`src/rtl/beta_wb_arbiter.sv`:
```
// Regfile write-port arbiter: one holding slot each for ALU and LSU writeback,
// one registered write per cycle. Optional starvation guard: BETA_WB_STARVE_GUARD_EN.
module beta_wb_arbiter #(
  parameter int unsigned DataWidth = 32,
  parameter int unsigned MaxStarve = 4
) (
  input  logic                 clk_i,
  input  logic                 rst_i,
  input  logic                 alu_req_i,
  input  logic [4:0]           alu_rd_addr_i,
  input  logic [DataWidth-1:0] alu_wdata_i,
  output logic                 alu_rdy_o,
  input  logic                 lsu_req_i,
  input  logic [4:0]           lsu_rd_addr_i,
  input  logic [DataWidth-1:0] lsu_wdata_i,
  output logic                 lsu_rdy_o,
  output logic                 rf_wr_en_o,
  output logic [4:0]           rf_rd_addr_o,
  output logic [DataWidth-1:0] rf_wdata_o,
  output logic                 wb_busy_o
);

  // The saturating 3-bit counter can only reach a threshold of 7.
  if (MaxStarve < 1 || MaxStarve > 8) begin : g_bad_max_starve
    $error("beta_wb_arbiter: MaxStarve must be in 1..8");
  end

  typedef enum logic [1:0] {
    GntNone,
    GntAlu,
    GntLsu
  } gnt_e;

  // young: this entry was filled after the other slot's entry (same-rd ordering).
  typedef struct packed {
    logic                 full;
    logic                 young;
    logic [4:0]           addr;
    logic [DataWidth-1:0] data;
  } slot_t;

  slot_t alu_q, alu_d;
  slot_t lsu_q, lsu_d;
  gnt_e  gnt;
  logic  alu_gnt, lsu_gnt;
  logic  alu_fill, lsu_fill;
  logic  alu_keep, lsu_keep;
  logic  starve_force;

`ifdef BETA_WB_STARVE_GUARD_EN
  localparam logic [2:0] StarveLimit = 3'(MaxStarve - 1);

  logic [2:0] starve_q;

  always_ff @(posedge clk_i or posedge rst_i) begin
    if (rst_i) begin
      starve_q <= 3'd0;
    end else if (alu_q.full && !alu_gnt) begin
      starve_q <= (starve_q == 3'd7) ? starve_q : starve_q + 3'd1;
    end else begin
      starve_q <= 3'd0;
    end
  end

  assign starve_force = (starve_q >= StarveLimit);
`else
  assign starve_force = 1'b0;
`endif

  // NOTE: every variable assigned in always_comb gets a default first, so no path leaves it unassigned and no latch is inferred.
  always_comb begin
    gnt = GntNone;
    if (alu_q.full && lsu_q.full) begin
      if (alu_q.addr == lsu_q.addr) begin
        gnt = lsu_q.young ? GntAlu : GntLsu;
      end else begin
        gnt = starve_force ? GntAlu : GntLsu;
      end
    end else if (alu_q.full) begin
      gnt = GntAlu;
    end else if (lsu_q.full) begin
      gnt = GntLsu;
    end
  end

  assign alu_gnt   = (gnt == GntAlu);
  assign lsu_gnt   = (gnt == GntLsu);
  assign alu_rdy_o = !alu_q.full || alu_gnt;
  assign lsu_rdy_o = !lsu_q.full || lsu_gnt;
  assign wb_busy_o = alu_q.full || lsu_q.full;

  // Writes to x0 are accepted but never occupy a slot.
  assign alu_fill = alu_req_i && alu_rdy_o && (alu_rd_addr_i != 5'd0);
  assign lsu_fill = lsu_req_i && lsu_rdy_o && (lsu_rd_addr_i != 5'd0);
  assign alu_keep = alu_q.full && !alu_gnt;
  assign lsu_keep = lsu_q.full && !lsu_gnt;

  always_comb begin
    alu_d = alu_q;
    if (alu_gnt) alu_d.full = 1'b0;
    if (alu_fill) begin
      alu_d.full = 1'b1;
      alu_d.addr = alu_rd_addr_i;
      alu_d.data = alu_wdata_i;
    end
    alu_d.young = alu_fill && lsu_keep;

    lsu_d = lsu_q;
    if (lsu_gnt) lsu_d.full = 1'b0;
    if (lsu_fill) begin
      lsu_d.full = 1'b1;
      lsu_d.addr = lsu_rd_addr_i;
      lsu_d.data = lsu_wdata_i;
    end
    lsu_d.young = lsu_fill && alu_keep;
  end

  // NOTE: slot payloads are reset along with the flags; they are only a few flops and a clean reset state keeps outputs deterministic.
  always_ff @(posedge clk_i or posedge rst_i) begin
    if (rst_i) begin
      alu_q <= '0;
      lsu_q <= '0;
    end else begin
      // NOTE: sequential state uses non-blocking assignments so every flop samples pre-edge values.
      alu_q <= alu_d;
      lsu_q <= lsu_d;
    end
  end

  always_ff @(posedge clk_i or posedge rst_i) begin
    if (rst_i) begin
      rf_wr_en_o   <= 1'b0;
      rf_rd_addr_o <= 5'd0;
      rf_wdata_o   <= '0;
    end else begin
      rf_wr_en_o <= (gnt != GntNone);
      if (alu_gnt) begin
        rf_rd_addr_o <= alu_q.addr;
        rf_wdata_o   <= alu_q.data;
      end else if (lsu_gnt) begin
        rf_rd_addr_o <= lsu_q.addr;
        rf_wdata_o   <= lsu_q.data;
      end
    end
  end

endmodule

```
`config.mk`:
```
export PLATFORM = sky130hd
export DESIGN_NAME = beta_wb_arbiter
export DESIGN_NICKNAME = d
export VERILOG_FILES = /design/src/rtl/beta_wb_arbiter.sv
export SDC_FILE = /design/constraint.sdc
export NUM_CORES = 1
export LEC_CHECK = 0
export BUFFER_PORTS_ARGS = -buffer_cell sky130_fd_sc_hd__buf_2
export CORE_MARGIN = 1
export CORE_UTILIZATION = 45
export DETAILED_ROUTE_END_ITERATION = 10
export GPL_TIMING_DRIVEN = 0
export PLACE_DENSITY = 0.69
export SETUP_SLACK_MARGIN = 0.1
export SLEW_MARGIN = 0
export SYNTH_ARGS = -nofsm -noshare
export SYNTH_HDL_FRONTEND = slang
export SYNTH_SLANG_ARGS = --single-unit
```
`constraint.sdc`:
```
create_clock -name clk_i -period 10.4 [get_ports clk_i]
set_input_delay 1.56 -clock clk_i [delete_from_list [all_inputs] [get_ports clk_i]]
set_output_delay 1.56 -clock clk_i [all_outputs]
set_load 0.01 [all_outputs]
```
# Word-level counts from Yosys, hierarchy flattened
# Cells that the tools add are included.
# word_totals
output_inout_bits	41
in_bits	78
word_cells	45
regBits	115
# classes
mux	13
eq_ne	3
n_reduce_logical	19
# op_table
cell	n
32-bit 2-to-1 mux	2
2-bit 2-to-1 mux	5
5-bit 2-to-1 mux	2
5-bit nonzero test	2
2-bit nonzero test	4
1-bit logical AND	7
5-bit == test	1
1-bit 2-to-1 mux	4
1-bit logical NOT	3
1-bit logical OR	3
2-bit by 1-bit == test with 1-bit output (second input constant)	1
2-bit == test (second input constant)	1

# Longest topological paths before layout
# depth
ltp_word	8
depth_mapped	9
mapped_depth_nobuf	7

# Worst setup path after synthesis
# No wires, ideal clock.
# synth_timing
path_type	reg2out
from	register lsu_q[32] (netlist bit)
to	output port alu_rdy_o
slack_ps	7113
n_path_buf	0
t_required_ps	8840
path_stages_with_launch	6
arrival_time_ps	1727
cell_sequence	dfrtp_1 > xor2_1 > or4_1 > o21ai_0 > ha_1 > nand2b_1
# synth_via
elab_chain_len	5
# synth_rtl
element	line_no	source
start, declared	43	slot_t lsu_q, lsu_d;
start signal, assigned	126	lsu_q <= lsu_d;
5-bit == test	74	if (alu_q.addr == lsu_q.addr) begin
2-bit 2-to-1 mux	74	
2-bit 2-to-1 mux	73	if (alu_q.full && lsu_q.full) begin
2-bit by 1-bit == test with 1-bit output	86	assign alu_gnt = (gnt == GntAlu);
1-bit logical OR	88	assign alu_rdy_o = !alu_q.full || alu_gnt;
end, declared	12	output logic alu_rdy_o,
# No other way between the ends.

# Worst setup path after layout
# Ends and elaborated chain as after synthesis.

==> metrics.md <==
| Metric | Value |
|---|---|
| Status | finished clean |
| Total Neg Setup Slack | 0 ps |
| Vias in the first global route | 3291 |
| Post_cts resized | 0 |
| Syn_nets | 432 |
| Crit path arrival time | between 2000 and 3000 ps |
| R2r setup slk | 7260 ps |
| Finished Cell Area | 0.006186 mm² |
| Routability Congestion | 0.7460 |
| Clk sink count | 115 |
| Slew Viols, Final | 0 |
| M1 WL | 4453 µm |
| Min Clock Period, post-route | 4136 ps |
| Synth top area share | 60.30% |
| RR Startpoint | lsu_q[32] |
| Kind of critical path | register to output pin |
| CP max FO | 5 |
| Max_slew headroom | 51.84% |
| Final worst path period share | 39.77% |
| MaxCap Viol Count | 0 |
| Starting Density | 46.22% |
| Drt pass-1 iters | 4 |
| Cts bufs inserted | 17 |
| Worst R2R End | rf_rd_addr_o[1] |
| DRT iter0 DRCs | 92 |
| Fraction of power consumed by sequential logic | a little under two fifths |
| Met3 wire length | ~580 µm |
| Crit path to | alu_rdy_o |
| I/O pins | 119 |
| First-pass GRT wire length | between 15000 and 20000 µm |
| GRT Residual Overflow | 0 |
| Internal power | approximately 1.4 mW |
| CTS H-tree depth | 4 |
| DP Wirelength | 6964 µm |
| Area grow syn2layout | 29.63% |
| Synth cell types | 30 |
| Layout Utilization | 59.92% |
| CTS tree | built |
| Yosys warns | 0 |
| Unrepaired setup endpoints after global routing | false |
| R2r worst-path depth | 8 |
| Yosys reg bits | 115 |
| CP bufs+invs | 1 |
| Setup crit end kind | output pin |
| Design Power | 2.046 mW |
| LEAKAGE | 2.790 nW |
| Fill count | between 800 and 900 |
| Post-route insts no fill | around 640 |
| Chip Height | 105.0 µm |
| Root Buffer Master | clkbuf_8 |
| Total GRT Usage | approximately a fifth |
| Num rows | 37 |
| Highest Signal Layer | met4 |
| Max stage delay on crit path | 550 ps |
| Synthesized area | about 0.0048 mm² |
| Clk pin slew, worst setup/hold paths | approximately 60 ps |
| Number of remaining DRC errors | 0 |
| Worst-Skew Late Latency | 510 ps |
| Synth top area cells | dfrtp_1, mux2_2, mux2i_1 |
| Syn Area/Cell | ~14 µm² |
| Cells after Synth | 351 |
| Routed Wire Length | 10100 µm |
| CP Launch Type | register |
| Worst Setup SP | lsu_q[32] |
| Met2 wire len | a little under 5000 µm |
| Final hold vios | 0 |
| Switching part of the total power | 32.00% |
| WHS | 494.1 ps |
| Setup-failing EPs final | 0 |
| Die Wd | about 100 µm |
| Worst min path class | register to register |
| ANT cells | 0 |
| Area of the die | 0.01102 mm² |
| Comb pwr share | 32.2% |
| Post-DP Area | 0.005563 mm² |
| Slew of the pin with the lowest slew margin | 722.4 ps |
| Post-DR vias/cell | just over 5 |
| Cell depth of the worst setup path | 6 |
| Share of layout cells above drive strength 1 | 46.91% |
| Setup repair bufs after CTS | 0 |
| Max VDD drop | about 0.14 mV |
| Final WS setup | between 6000 and 7000 ps |
| Placed cell count | around 610 |
| Pre-CTS setup slack | 6801 ps |
| Data required, critical path | 8840 ps |
| Cell Chain, Critical Path | xor2_1, or4_1, o21ai_0, ha_1, nand2b_1, buf_2 |
| Crit-path leading delay family | simple AND/OR/NAND/NOR gates |
| Detailed-route via count | 3201 |
| CTS Buffer Depth | 2 |
| # port buffers | about 120 |
| Initial antenna violation count | 0 |
| Clock power frac | 29.5% |
| Post-CTS Hold Buffers | 0 |
| Slowest CP cell | or4_1 |
| Average wire per standard cell | 15.85 µm |
| Fmax | between 200 and 250 MHz |
| Nets | 570 |
| Clock Skew | 18.34 ps |
| Synth area leader | dfrtp_1 |
| Sequential area share after synthesis | 60.30% |
| Psw | 0.6549 mW |
| Antenna Violating Nets Remaining | 0 |
| Core area | 0.01032 mm² |
| PD cells | 330.8 mW/mm² |
| Maximum number of pins on one net before global-route repair | 70 |
==> power groups by stage <==
stage                     logic, mW  registers (mW)  clock network [mW]
after detailed placement      0.668           0.791                   0
after global placement        0.647           0.782                   0
after CTS                     0.671           0.786               0.614
final                         0.658           0.785               0.603
after floorplan               0.428           0.803                   0
after global routing          0.729           0.813               0.633
==> worst register-to-register path, delay by kind of cell (launching register included) <==
kind                     cells  cell delay (ps)
AO/OA/AOI/OAI                2              360
XOR/XNOR                     1              190
adder cells (fa/ha/maj)      1              230
buffers and inverters        2             1020
flip-flops                   1              390
multiplexers                 1              250
AND/OR/NAND/NOR              1              550
==> placed cells by master, fill, tap and decap left out, types with 2 or more instances in the layout <==
cell        netlist  layout
buf_2             4     122
clkinv_4          0       3
mux2i_1          37      37
xor2_1            3       3
or4_1             2       2
o21ai_0           3       3
a32o_1            2       2
mux2_2           70      70
inv_1             3       2
nand2_1           4       4
dfrtp_1         115     115
ha_1              3       3
nand2b_1          2       2
a21oi_1          37      37
buf_6             2       2
clkbuf_1          8       8
bufinv_16         0       4
clkbuf_16         0      16
mux2_1            2       2
clkbuf_8          0       3
nor2_1           38      38
xnor2_1           2       2
clkinvlp_4        0       4
buf_8             3       3
==> synthesized netlist by cell type <==
library cell	number
inv_1	3
o21ai_0	3
a2bb2oi_1	1
a21oi_1	37
clkbuf_1	8
o211ai_4	1
dfrtp_1	115
buf_6	2
nor2_1	38
xor2_1	3
o211ai_2	1
or4_1	2
ha_1	3
buf_8	3
mux2_2	70
or4_4	1
a21boi_0	1
o22ai_1	1
xnor2_1	2
a32o_1	2
or2_2	1
mux2i_1	37
nor4_1	1
and2_1	1
mux2_1	2
nand2_1	4
nand2b_1	2
buf_2	4
buf_1	1
buf_4	1
==> cells by family (layout without fill, tap and decap cells) <==
family,Yosys count,in the layout,share of synthesized area (%)
buf+inv,22,172,2.936
mux,109,109,24.75
compound gates,47,47,5.795
simple gates,50,50,4.510
xor+xnor,5,5,0.9178
fa+ha+maj,3,3,0.7867
flops,115,115,60.30
==> layout make-up <==
cell class	instances	area, µm²	share of cell area (%)
flip-flops and latches	115	2878	46.52
plain buffers	19	128.9	2.083
clock buffers	19	441.7	7.140
clock inverters	12	181.4	2.933
repair buffers	119	618.1	9.992
inverters	3	13.76	0.2225
well taps	136	170.2	2.751
multi-input cells	214	1754	28.36
==> worst min path at each step <==
| stage | slack (ps) | depth (start not counted) | to | from |
|---|---|---|---|---|
| 2_1_floorplan | 460 | 1 | alu_q[0] | alu_q[0] |
| 3_3_place_gp | 480 | 1 | alu_q[4] | alu_q[4] |
| 3_5_place_dp | 490 | 1 | alu_q[4] | alu_q[4] |
| 4_1_cts | 500 | 1 | alu_q[4] | alu_q[4] |
| 5_1_grt | 520 | 1 | lsu_q[21] | lsu_q[21] |
| 6_report | 490 | 1 | alu_q[4] | alu_q[4] |
==> flip-flops by register name, summed over array words and instances (netlist names) <==
register / count
rf_wdata_o: 32
lsu_q: 39
rf_wr_en_o: 1
rf_rd_addr_o: 5
alu_q: 38
==> layer usage <==
layer	track usage [%]	vias up
met2	32.02	83
met5	0	-
met3	6.737	11
met4	6.036	0
li1	-	1514
met1	24.34	1593
No activity file was read; power rests on OpenSTA's default activity.
